--- src/rtl/spi_slave_core.sv ---
// spi_slave_core: SPI target engine, oversampled entirely in clk_i.
// Receives single-lane frames on SCK/NSS/MOSI, drives MISO, and exchanges
// words with external TX/RX FIFOs over valid/ready.
// Optional build macro SPI_SLAVE_ECHO_EN: on TX underrun the frame echoes the
// last word written to rx_data_o instead of shifting out zeros.
module spi_slave_core #(
  parameter int SYNC_STAGES = 2
) (
  input  logic        clk_i,
  input  logic        rst_n_i,
  input  logic        en_i,
  input  logic        cpol_i,
  input  logic        cpha_i,
  input  logic        lsb_i,
  input  logic [1:0]  dsize_i,
  input  logic        tx_valid_i,
  output logic        tx_ready_o,
  input  logic [31:0] tx_data_i,
  output logic        rx_valid_o,
  input  logic        rx_ready_i,
  output logic [31:0] rx_data_o,
  output logic        busy_o,
  output logic        ovr_o,
  output logic        udr_o,
  input  logic        spi_sck_i,
  input  logic        spi_nss_i,
  input  logic        spi_mosi_i,
  output logic        spi_miso_o,
  output logic        spi_miso_en_o
);

  localparam logic [1:0] ST_IDLE  = 2'd0;
  localparam logic [1:0] ST_LOAD  = 2'd1;
  localparam logic [1:0] ST_SHIFT = 2'd2;

  // Synchronizer chains plus one delayed copy for edge detection
  logic [SYNC_STAGES-1:0] r_sck_sync;
  logic [SYNC_STAGES-1:0] r_nss_sync;
  logic [SYNC_STAGES-1:0] r_mosi_sync;
  logic                   r_sck_d;
  logic                   r_nss_d;

  // Frame configuration, frozen while a frame window is open
  logic        r_cpol;
  logic        r_cpha;
  logic        r_lsb;
  logic [1:0]  r_dsize;

  logic [1:0]  r_state;
  logic [4:0]  r_cnt;
  logic [31:0] r_tx_shift;
  logic [31:0] r_rx_shift;
  logic [31:0] r_rx_data;
  logic        r_rx_valid;
  logic        r_ovr;
  logic        r_miso;
  logic        r_miso_en;

  logic        w_sck;
  logic        w_nss;
  logic        w_mosi;
  logic        w_sck_rise;
  logic        w_sck_fall;
  logic        w_nss_rise;
  logic        w_nss_fall;
  logic        w_lead;
  logic        w_trail;
  logic        w_sample;
  logic        w_shift;
  logic [4:0]  w_width_m1;
  logic [31:0] w_mask;
  logic [31:0] w_udr_word;
  logic [31:0] w_tx_word;
  logic [31:0] w_tx_aligned;
  logic        w_tx_first;
  logic [31:0] w_rx_next;
  logic [31:0] w_rx_word;
  logic        w_in_load;

  assign w_sck      = r_sck_sync[SYNC_STAGES-1];
  assign w_nss      = r_nss_sync[SYNC_STAGES-1];
  assign w_mosi     = r_mosi_sync[SYNC_STAGES-1];
  assign w_sck_rise = w_sck & ~r_sck_d;
  assign w_sck_fall = ~w_sck & r_sck_d;
  assign w_nss_rise = w_nss & ~r_nss_d;
  assign w_nss_fall = ~w_nss & r_nss_d;

  // Leading edge leaves the idle level; sample/shift roles swap with cpha
  assign w_lead   = r_cpol ? w_sck_fall : w_sck_rise;
  assign w_trail  = r_cpol ? w_sck_rise : w_sck_fall;
  assign w_sample = r_cpha ? w_trail : w_lead;
  assign w_shift  = r_cpha ? w_lead  : w_trail;

  // Frame width minus one: 7, 15, 23, 31
  assign w_width_m1 = {r_dsize, 3'b111};
  assign w_mask     = 32'hFFFF_FFFF >> (5'd31 - w_width_m1);

`ifdef SPI_SLAVE_ECHO_EN
  assign w_udr_word = r_rx_data;
`else
  assign w_udr_word = 32'h0000_0000;
`endif

  // MSB-first words are left-aligned so the next bit is always bit 31
  assign w_tx_word    = tx_valid_i ? tx_data_i : w_udr_word;
  assign w_tx_aligned = w_tx_word << (5'd31 - w_width_m1);
  assign w_tx_first   = r_lsb ? w_tx_word[0] : w_tx_aligned[31];

  // MSB-first fills upward from bit 0; LSB-first enters at bit W-1 and moves down
  assign w_rx_next = r_lsb ? ((r_rx_shift >> 1) | ({31'b0, w_mosi} << w_width_m1))
                           : {r_rx_shift[30:0], w_mosi};
  assign w_rx_word = w_rx_next & w_mask;

  // A LOAD cycle aborted by NSS release neither pops nor reports underrun
  assign w_in_load = en_i & (r_state == ST_LOAD) & ~w_nss_rise;

  assign tx_ready_o    = w_in_load & tx_valid_i;
  assign udr_o         = w_in_load & ~tx_valid_i;
  assign busy_o        = en_i & ~w_nss;
  assign rx_valid_o    = r_rx_valid;
  assign rx_data_o     = r_rx_data;
  assign ovr_o         = r_ovr;
  assign spi_miso_o    = r_miso;
  assign spi_miso_en_o = r_miso_en;

  // Pin synchronizers; NSS chain rests high so reset never looks like a select
  always_ff @(posedge clk_i or negedge rst_n_i) begin
    if (!rst_n_i) begin
      r_sck_sync  <= '0;
      r_nss_sync  <= '1;
      r_mosi_sync <= '0;
      r_sck_d     <= 1'b0;
      r_nss_d     <= 1'b1;
    end else if (!en_i) begin
      r_sck_sync  <= '0;
      r_nss_sync  <= '1;
      r_mosi_sync <= '0;
      r_sck_d     <= 1'b0;
      r_nss_d     <= 1'b1;
    end else begin
      r_sck_sync  <= {r_sck_sync[SYNC_STAGES-2:0], spi_sck_i};
      r_nss_sync  <= {r_nss_sync[SYNC_STAGES-2:0], spi_nss_i};
      r_mosi_sync <= {r_mosi_sync[SYNC_STAGES-2:0], spi_mosi_i};
      r_sck_d     <= w_sck;
      r_nss_d     <= w_nss;
    end
  end

  // Frame engine: IDLE -> LOAD -> SHIFT, with RX handshake and overrun
  always_ff @(posedge clk_i or negedge rst_n_i) begin
    if (!rst_n_i) begin
      r_state    <= ST_IDLE;
      r_cnt      <= '0;
      r_tx_shift <= '0;
      r_rx_shift <= '0;
      r_rx_data  <= '0;
      r_rx_valid <= 1'b0;
      r_ovr      <= 1'b0;
      r_miso     <= 1'b0;
      r_miso_en  <= 1'b0;
      r_cpol     <= 1'b0;
      r_cpha     <= 1'b0;
      r_lsb      <= 1'b0;
      r_dsize    <= '0;
    end else if (!en_i) begin
      r_state    <= ST_IDLE;
      r_cnt      <= '0;
      r_tx_shift <= '0;
      r_rx_shift <= '0;
      r_rx_data  <= '0;
      r_rx_valid <= 1'b0;
      r_ovr      <= 1'b0;
      r_miso     <= 1'b0;
      r_miso_en  <= 1'b0;
      r_cpol     <= 1'b0;
      r_cpha     <= 1'b0;
      r_lsb      <= 1'b0;
      r_dsize    <= '0;
    end else begin
      r_ovr <= 1'b0;
      if (r_rx_valid && rx_ready_i) begin
        r_rx_valid <= 1'b0;
      end
      if (w_nss_rise) begin
        r_state    <= ST_IDLE;
        r_cnt      <= '0;
        r_rx_shift <= '0;
        r_miso     <= 1'b0;
        r_miso_en  <= 1'b0;
      end else begin
        case (r_state)
          ST_IDLE: begin
            r_cpol    <= cpol_i;
            r_cpha    <= cpha_i;
            r_lsb     <= lsb_i;
            r_dsize   <= dsize_i;
            r_miso_en <= 1'b0;
            if (w_nss_fall) begin
              r_state <= ST_LOAD;
            end
          end
          ST_LOAD: begin
            r_miso     <= w_tx_first;
            r_tx_shift <= r_lsb ? (w_tx_word >> 1) : (w_tx_aligned << 1);
            r_miso_en  <= 1'b1;
            r_state    <= ST_SHIFT;
          end
          ST_SHIFT: begin
            if (w_sample) begin
              if (r_cnt == w_width_m1) begin
                r_cnt      <= '0;
                r_rx_shift <= '0;
                r_state    <= ST_LOAD;
                if (!r_rx_valid || rx_ready_i) begin
                  r_rx_data  <= w_rx_word;
                  r_rx_valid <= 1'b1;
                end else begin
                  r_ovr <= 1'b1;
                end
              end else begin
                r_cnt      <= r_cnt + 5'd1;
                r_rx_shift <= w_rx_next;
              end
            end else if (w_shift && (r_cnt != 5'd0)) begin
              // Counter 0 means the current bit was already placed (LOAD or
              // first cpha=1 leading edge) or the frame just closed.
              if (r_lsb) begin
                r_miso     <= r_tx_shift[0];
                r_tx_shift <= r_tx_shift >> 1;
              end else begin
                r_miso     <= r_tx_shift[31];
                r_tx_shift <= r_tx_shift << 1;
              end
            end
          end
          default: begin
            r_state <= ST_IDLE;
          end
        endcase
      end
    end
  end

endmodule

--- config.mk ---
export PLATFORM = sky130hd
export DESIGN_NAME = spi_slave_core
export DESIGN_NICKNAME = d
export VERILOG_FILES = /design/src/rtl/spi_slave_core.sv
export SDC_FILE = /design/constraint.sdc
export NUM_CORES = 1
export LEC_CHECK = 0
export BUFFER_PORTS_ARGS = -buffer_cell sky130_fd_sc_hd__buf_2
export CORE_UTILIZATION = 50
export DETAILED_ROUTE_END_ITERATION = 8
export PLACE_DENSITY = 0.7
export SYNTH_ARGS = -nofsm -noshare
export SYNTH_HDL_FRONTEND = slang
export SYNTH_SLANG_ARGS = --single-unit
--- constraint.sdc ---
create_clock -name clk_i -period 4 [get_ports clk_i]
set_input_delay 0.4 -clock clk_i [delete_from_list [all_inputs] [get_ports clk_i]]
set_output_delay 0.4 -clock clk_i [all_outputs]
set_load 0.02 [all_outputs]
==> results.py, run 1 <==
metrics = {
    "timing": {
        "tightest_slew_ns": 0.995,
        "fin_crit_sh": 0.658,
        "hold_violations": 0,
        "setup_violations": 0,
        "slew_violations": 0,
        "final.setup.tns_ns": 0,
        "finalClockSkew_ns": 0.0133,
        "rsz0062_at_grt": "false",
        "fmax_ghz": 0.380,
        "slew_headroom": 0.337,
        "period_needed_ns": 2.63,
    },
    "layout": {
        "final_common_cell": "mux2i_1",
        "layout-drive-gt1-share": 0.217,
        "layout.cells.non_filler": 974,
        "antenna_cells": 0,
        "area_growth_pct": 14.3,
        "nets": 832,
        "fill_cells": 1223,
        "mostFrequentLayoutCells": "mux2i_1 (128), nand2_1 (120), dfrtp_1 (116)",
        "finalInstanceArea_mm2": 0.00822,
    },
    "detailed_routing": {
        "routed_wl_um": 17900,
        "dr_total_vias": 5788,
        "post_drt_wl_per_cell_um": 18.4,
        "vias_per_cell": 5.94,
        "detail-route-antenna-nets": 0,
        "drc_errors": 0,
        "drtPass1Iterations": 5,
        "drtIter0Drc": 515,
    },
    "global_route": {
        "grt_pass1_wl_um": 29500,
        "grt_start_max_net_pins": 81,
        "antenna_found_initial": 0,
        "grt-ovfl-total": 0,
        "grt_use_total": 0.255,
        "grt_pass1_vias": 5748,
    },
    "logic_synthesis": {
        "synth_fa_ha_area_frac": 0.0104,
        "ys_warn_count": 0,
        "yosysTopAreaCell": "dfrtp_1",
        "synthesis.instances": 726,
        "ys_seq_area_frac": 0.418,
        "syn_nets": 777,
        "synth-edff-count": 0,
        "synth_top_cell_area_share": 0.407,
        "avgSynthCellArea_um2": 9.90,
        "yosys.area_share.simple": 0.138,
        "synth_compound_area_frac": 0.142,
        "ys_top_cells_by_area": "dfrtp_1 (41%), mux2i_1 (18%), nand2_1 (6.3%)",
        "ys.flop_type": "dfrtp_1",
        "synthMuxAreaShare": 0.238,
        "ys_types": 57,
        "synth-async-reset-ratio": 1.00,
        "syn-cell-area_mm2": 0.00719,
        "synth_top_family_by_area": "multiplexers",
        "synth-xor-area-share": 0.00366,
        "ys_seq_elements": 120,
    },
    "power_and_ir_drop": {
        "leakagePower_uw": 0.00400,
        "irDropWorstVdd_uv": 310,
        "power_density_mw_per_mm2": 437,
    },
    "clock_tree": {
        "root_buffer": "clkbuf_16",
        "post-cts-setup-buffers": 0,
        "clk_pin_slew_ns": 0.07,
        "worstSkewPairLatency_ns": 0.42,
        "cts_num_sinks": 120,
        "cts.htree.levels": 4,
        "clockBufferDepth": 2,
        "cts_inserted_buffers": 17,
        "cts_tree": "built",
        "cts_resized": 0,
        "ctsHoldBuffers": 0,
    },
    "setup_path": {
        "end_kind": "primary output",
        "cpMostUsedCell": "buf_2",
        "crit_fanout": 28,
        "path_cells": "buf_2 > inv_1 > a21oi_1 > buf_4 > and3_1 > buf_2",
        "required_ns": 3.60,
        "slowest_stage": "inv_1",
        "critPathLaunchType": "input pin",
        "critical_path_arrival_ns": 2.23,
        "setup.worst_path.class": "in -> out",
        "slowest_delay_ns": 0.53,
    },
    "floorplan": {
        "die_h_um": 122,
        "die_area_mm2": 0.0149,
        "die_w_um": 122,
        "row_count": 43,
        "ios": 84,
        "start_util": 0.516,
        "coreArea_mm2": 0.0139,
    },
    "placement": {
        "place_inst": 942,
        "place_area_mm2": 0.00765,
        "dp_hpwl_um": 11900,
        "place_congestion": 0.860,
        "port_buffers": 83,
    },
    "worst_hold_path": {
        "min-delay-path-class": "in -> async",
    },
    "status": {
        "run_status": "completed",
    },
    "job": {
        "max-cap-violations": 0,
    },
}
registers in the layout, indices dropped and copies added, names as in the netlist:
signal / cells
ovr_o: 1
r_cnt: 5
r_cpha: 1
r_cpol: 1
r_dsize: 2
r_lsb: 1
r_mosi_sync: 2
r_nss_d: 1
r_nss_sync: 2
r_rx_shift: 32
r_sck_d: 1
r_sck_sync: 2
r_state: 2
r_tx_shift: 32
rx_data_o: 32
rx_valid_o: 1
spi_miso_en_o: 1
spi_miso_o: 1
per-stage QoR:
step / power, µW / utilization / hold WS (ns) / setup slack [ns]
6_report: 3590 / 0.590 / 0.122 / 1.37
5_1_grt: 3740 / 0.590 / 0.166 / 1.20
4_1_cts: 3610 / 0.590 / 0.146 / 1.32
3_5_place_dp: 2100 / 0.549 / 0.446 / 1.33
3_3_place_gp: 2090 / 0.549 / 0.452 / 1.52
2_1_floorplan: 1920 / - / 0.104 / 2.06
cell type report:
class                   instances  area, µm²  area share
well taps                     180        225      0.0274
clock inverters                11        123      0.0149
repair buffers                 94        500      0.0609
flip-flops and latches        120       3010       0.366
clock buffers                  21        450      0.0548
inverters                      21       78.8     0.00959
multi-input cells             527       3830       0.466
worst max-delay path, delay by kind of cell:
kind	cells	cell delay, ns
compound gates	1	0.26
buf+inv	4	1.37
simple gates	1	0.18
report_power, final:
group	total, µW	switching, µW	internal [µW]
Clock	1490	561	934
Sequential	1350	87.7	1260
Combinational	744	440	304
metal layers:
metal,GRT usage,part of all wire,up-vias
met1,0.352,0.46,2885
met4,0.0841,0.016,0
met5,0,0,-
met2,0.406,0.47,172
li1,-,-,2706
met3,0.0431,0.048,25
cell usage after synthesis, types with 2 or more instances:
cell type and number:
mux2i_1 128, nor2b_1 14, and3_1 6, buf_2 21, o221ai_1 14, a21oi_1 48, nand2b_1 16, a22o_1 15
mux2_2 32, a211oi_1 7, o211ai_1 2, buf_1 5, dfrtp_1 117, nor2_1 18, buf_4 2, clkbuf_1 27
a31oi_1 11, a211o_1 7, ha_1 6, or3_1 2, inv_1 21, nor3_2 2, a32o_1 2, buf_6 3
mux2_1 3, or3b_2 2, a221oi_1 7, nand3_1 8, xor2_1 3, o2bb2ai_1 5, nor3b_1 3, nand2_1 120
dfstp_2 3, and2_1 8, nand3b_1 3, o21ai_0 14
final timing paths:
check / from / to / slack (ns) / depth (start not counted)
worst max-delay path: en_i / tx_ready_o / 1.37 / 6
worst min-delay path: rst_n_i / r_tx_shift[30] / 0.12 / 1
worst max register to register: r_nss_d / r_rx_shift[19] / 1.41 / 4
worst min register to register: r_sck_sync[0] / r_sck_sync[1] / 0.46 / 1
max in group asynchronous: rst_n_i / r_tx_shift[6] / 2.97 / 2
min in group clk_i: rx_ready_i / ovr_o / 0.16 / 2
kinds of logic (layout without fill, tap and decap cells):
family                     after synthesis  in the layout
AOI/OAI and AO/OA                      143            143
buffers and inverters                   79            147
DFF                                    120            120
and+or+nand+nor                        210            210
adders and majority gates                6              6
muxes                                  165            165
xor gates and xnor gates                 3              3
Power figures use the tool's default switching activity.
==> run 2: changes to the inputs <==
==> constraint.sdc (replaced) <==
create_clock -name clk_i -period 2.6 [get_ports clk_i]
set_input_delay 0.26 -clock clk_i [delete_from_list [all_inputs] [get_ports clk_i]]
set_output_delay 0.26 -clock clk_i [all_outputs]
set_load 0.02 [all_outputs]
==> run 2 against run 1 <==
  * Non-clock buffer count increased by 9
  * Sequential power increased by 51%
  * Setup slack got worse by 1.0 ns
  * Clock skew decreased by 0.0043 ns
  * Via count increased by 2.3%
  * Total power increased by 53%
==> results.py, run 2 (synthesized netlist as in run 1, its figures left out) <==
metrics = {
    "clock_tree": {
        "cts_tree": "built",
        "cts_num_sinks": 120,
        "cts_inserted_buffers": 17,
        "worstSkewPairLatency_ns": 0.42,
        "cts.htree.levels": 4,
        "post-cts-setup-buffers": 0,
        "clockBufferDepth": 2,
        "root_buffer": "clkbuf_16",
        "clk_pin_slew_ns": 0.06,
    },
    "timing": {
        "tightest_slew_ns": 0.987,
        "slew_headroom": 0.341,
        "rsz0062_at_grt": "false",
        "hold_violations": 0,
        "fin_crit_sh": 0.862,
        "finalClockSkew_ns": 0.00901,
        "fmax_ghz": 0.446,
        "period_needed_ns": 2.24,
        "slew_violations": 0,
        "final.setup.tns_ns": 0,
        "setup_violations": 0,
    },
    "global_route": {
        "antenna_found_initial": 0,
        "grt_use_total": 0.257,
        "grt_start_max_net_pins": 95,
        "grt_pass1_wl_um": 29300,
        "grt-ovfl-total": 0,
        "grt_pass1_vias": 5792,
    },
    "setup_path": {
        "crit_fanout": 33,
        "end_kind": "register",
        "critical_path_arrival_ns": 2.54,
        "setup.worst_path.class": "reg -> reg",
        "critPathLaunchType": "register",
        "required_ns": 2.90,
    },
    "layout": {
        "antenna_cells": 0,
        "utilization": 0.597,
        "fill_cells": 1171,
        "layout-drive-gt1-share": 0.226,
        "area_growth_pct": 15.7,
        "finalInstanceArea_mm2": 0.00832,
        "nets": 841,
        "mostFrequentLayoutCells": "mux2i_1 (128), nand2_1 (120), dfrtp_1 (116)",
        "final_common_cell": "mux2i_1",
    },
    "detailed_routing": {
        "vias_per_cell": 6.03,
        "post_drt_wl_per_cell_um": 18.3,
        "routed_wl_um": 17900,
        "dr_total_vias": 5920,
        "drtIter0Drc": 405,
        "drtPass1Iterations": 5,
        "detail-route-antenna-nets": 0,
        "drc_errors": 0,
    },
    "job": {
        "max-cap-violations": 0,
    },
    "floorplan": {
        "row_count": 43,
        "start_util": 0.516,
        "ios": 84,
        "coreArea_mm2": 0.0139,
        "die_w_um": 122,
        "die_h_um": 122,
        "die_area_mm2": 0.0149,
    },
    "placement": {
        "place_area_mm2": 0.00774,
        "dp_hpwl_um": 12000,
        "port_buffers": 83,
        "place_congestion": 0.885,
    },
    "power_and_ir_drop": {
        "p_sw_uw": 1710,
        "p_comb_frac": 0.219,
        "power_uw": 5480,
        "power_density_mw_per_mm2": 659,
        "switching_share": 0.312,
        "irDropWorstVdd_uv": 487,
        "clock_power_share": 0.408,
        "seq_power_share": 0.373,
        "leakagePower_uw": 0.00403,
        "internal-power_uw": 3770,
    },
    "worst_hold_path": {
        "min-delay-path-class": "in -> reg",
    },
    "status": {
        "run_status": "completed",
    },
}
## run 2: final timing paths
path / startpoint / to / slack [ns] / depth (start not counted)
max reg2reg: r_cpol / r_rx_shift[29] / 0.36 / 4
min reg2reg: r_sck_sync[0] / r_sck_sync[1] / 0.46 / 1
max: r_cpol / r_rx_shift[29] / 0.36 / 4
max in group asynchronous: rst_n_i / r_rx_shift[16] / 1.40 / 3
min in group asynchronous: rst_n_i / r_tx_shift[25] / 0.39 / 2
min: spi_nss_i / r_nss_sync[0] / 0.05 / 2
## run 2: cell type report
cell class              instances  area, µm²  share of cell area
repair buffers                103        611              0.0734
clock inverters                13        120              0.0144
well taps                     180        225              0.0271
inverters                      21       78.8             0.00948
clock buffers                  18        439              0.0528
flip-flops and latches        120       3010               0.362
multi-input cells             527       3830               0.461
## run 2: worst max-delay path, cell delays in order, from the launching register on
cell	delay [ns]
dfrtp_1	0.39
xor2_1	0.35
mux2i_2	0.15
a21oi_4	0.80
mux2_2	0.42
## run 2: timing repair
| item | in CTS | in global routing |
|---|---|---|
| hold buffers | 2 | 0 |
| resized for setup | 0 | 0 |
| endpoints found under the hold margin | 42 | 0 |
## run 2: metrics by stage
step / std cells / hold WS (ns) / worst slack, ns
after global routing: 982 / 0.0320 / 0.262
final: 982 / 0.0490 / 0.358
after CTS: 982 / 0.0348 / 0.374
after floorplan: 726 / -0.0356 / 0.660
after detailed placement: 949 / 0.311 / 0.394
after global placement: 949 / 0.302 / 0.461
## run 2: routing by layer
metal / up-vias / GRT usage / part of all wire / routed length [µm]
met5: - / 0 / 0 / 0
met4: 0 / 0.113 / 0.026 / 473
met3: 43 / 0.0740 / 0.069 / 1230
met2: 228 / 0.387 / 0.46 / 8280
met1: 2929 / 0.344 / 0.44 / 7960
li1: 2720 / - / - / -
## run 2: power by group through the flow
stage                     Sequential, µW  Clock [µW]  Combinational, µW
after floorplan                     2020           0                937
after global placement              2070           0               1170
after detailed placement            2080           0               1190
after CTS                           2040        2270               1200
after global routing                2060        2360               1310
final                               2040        2240               1200
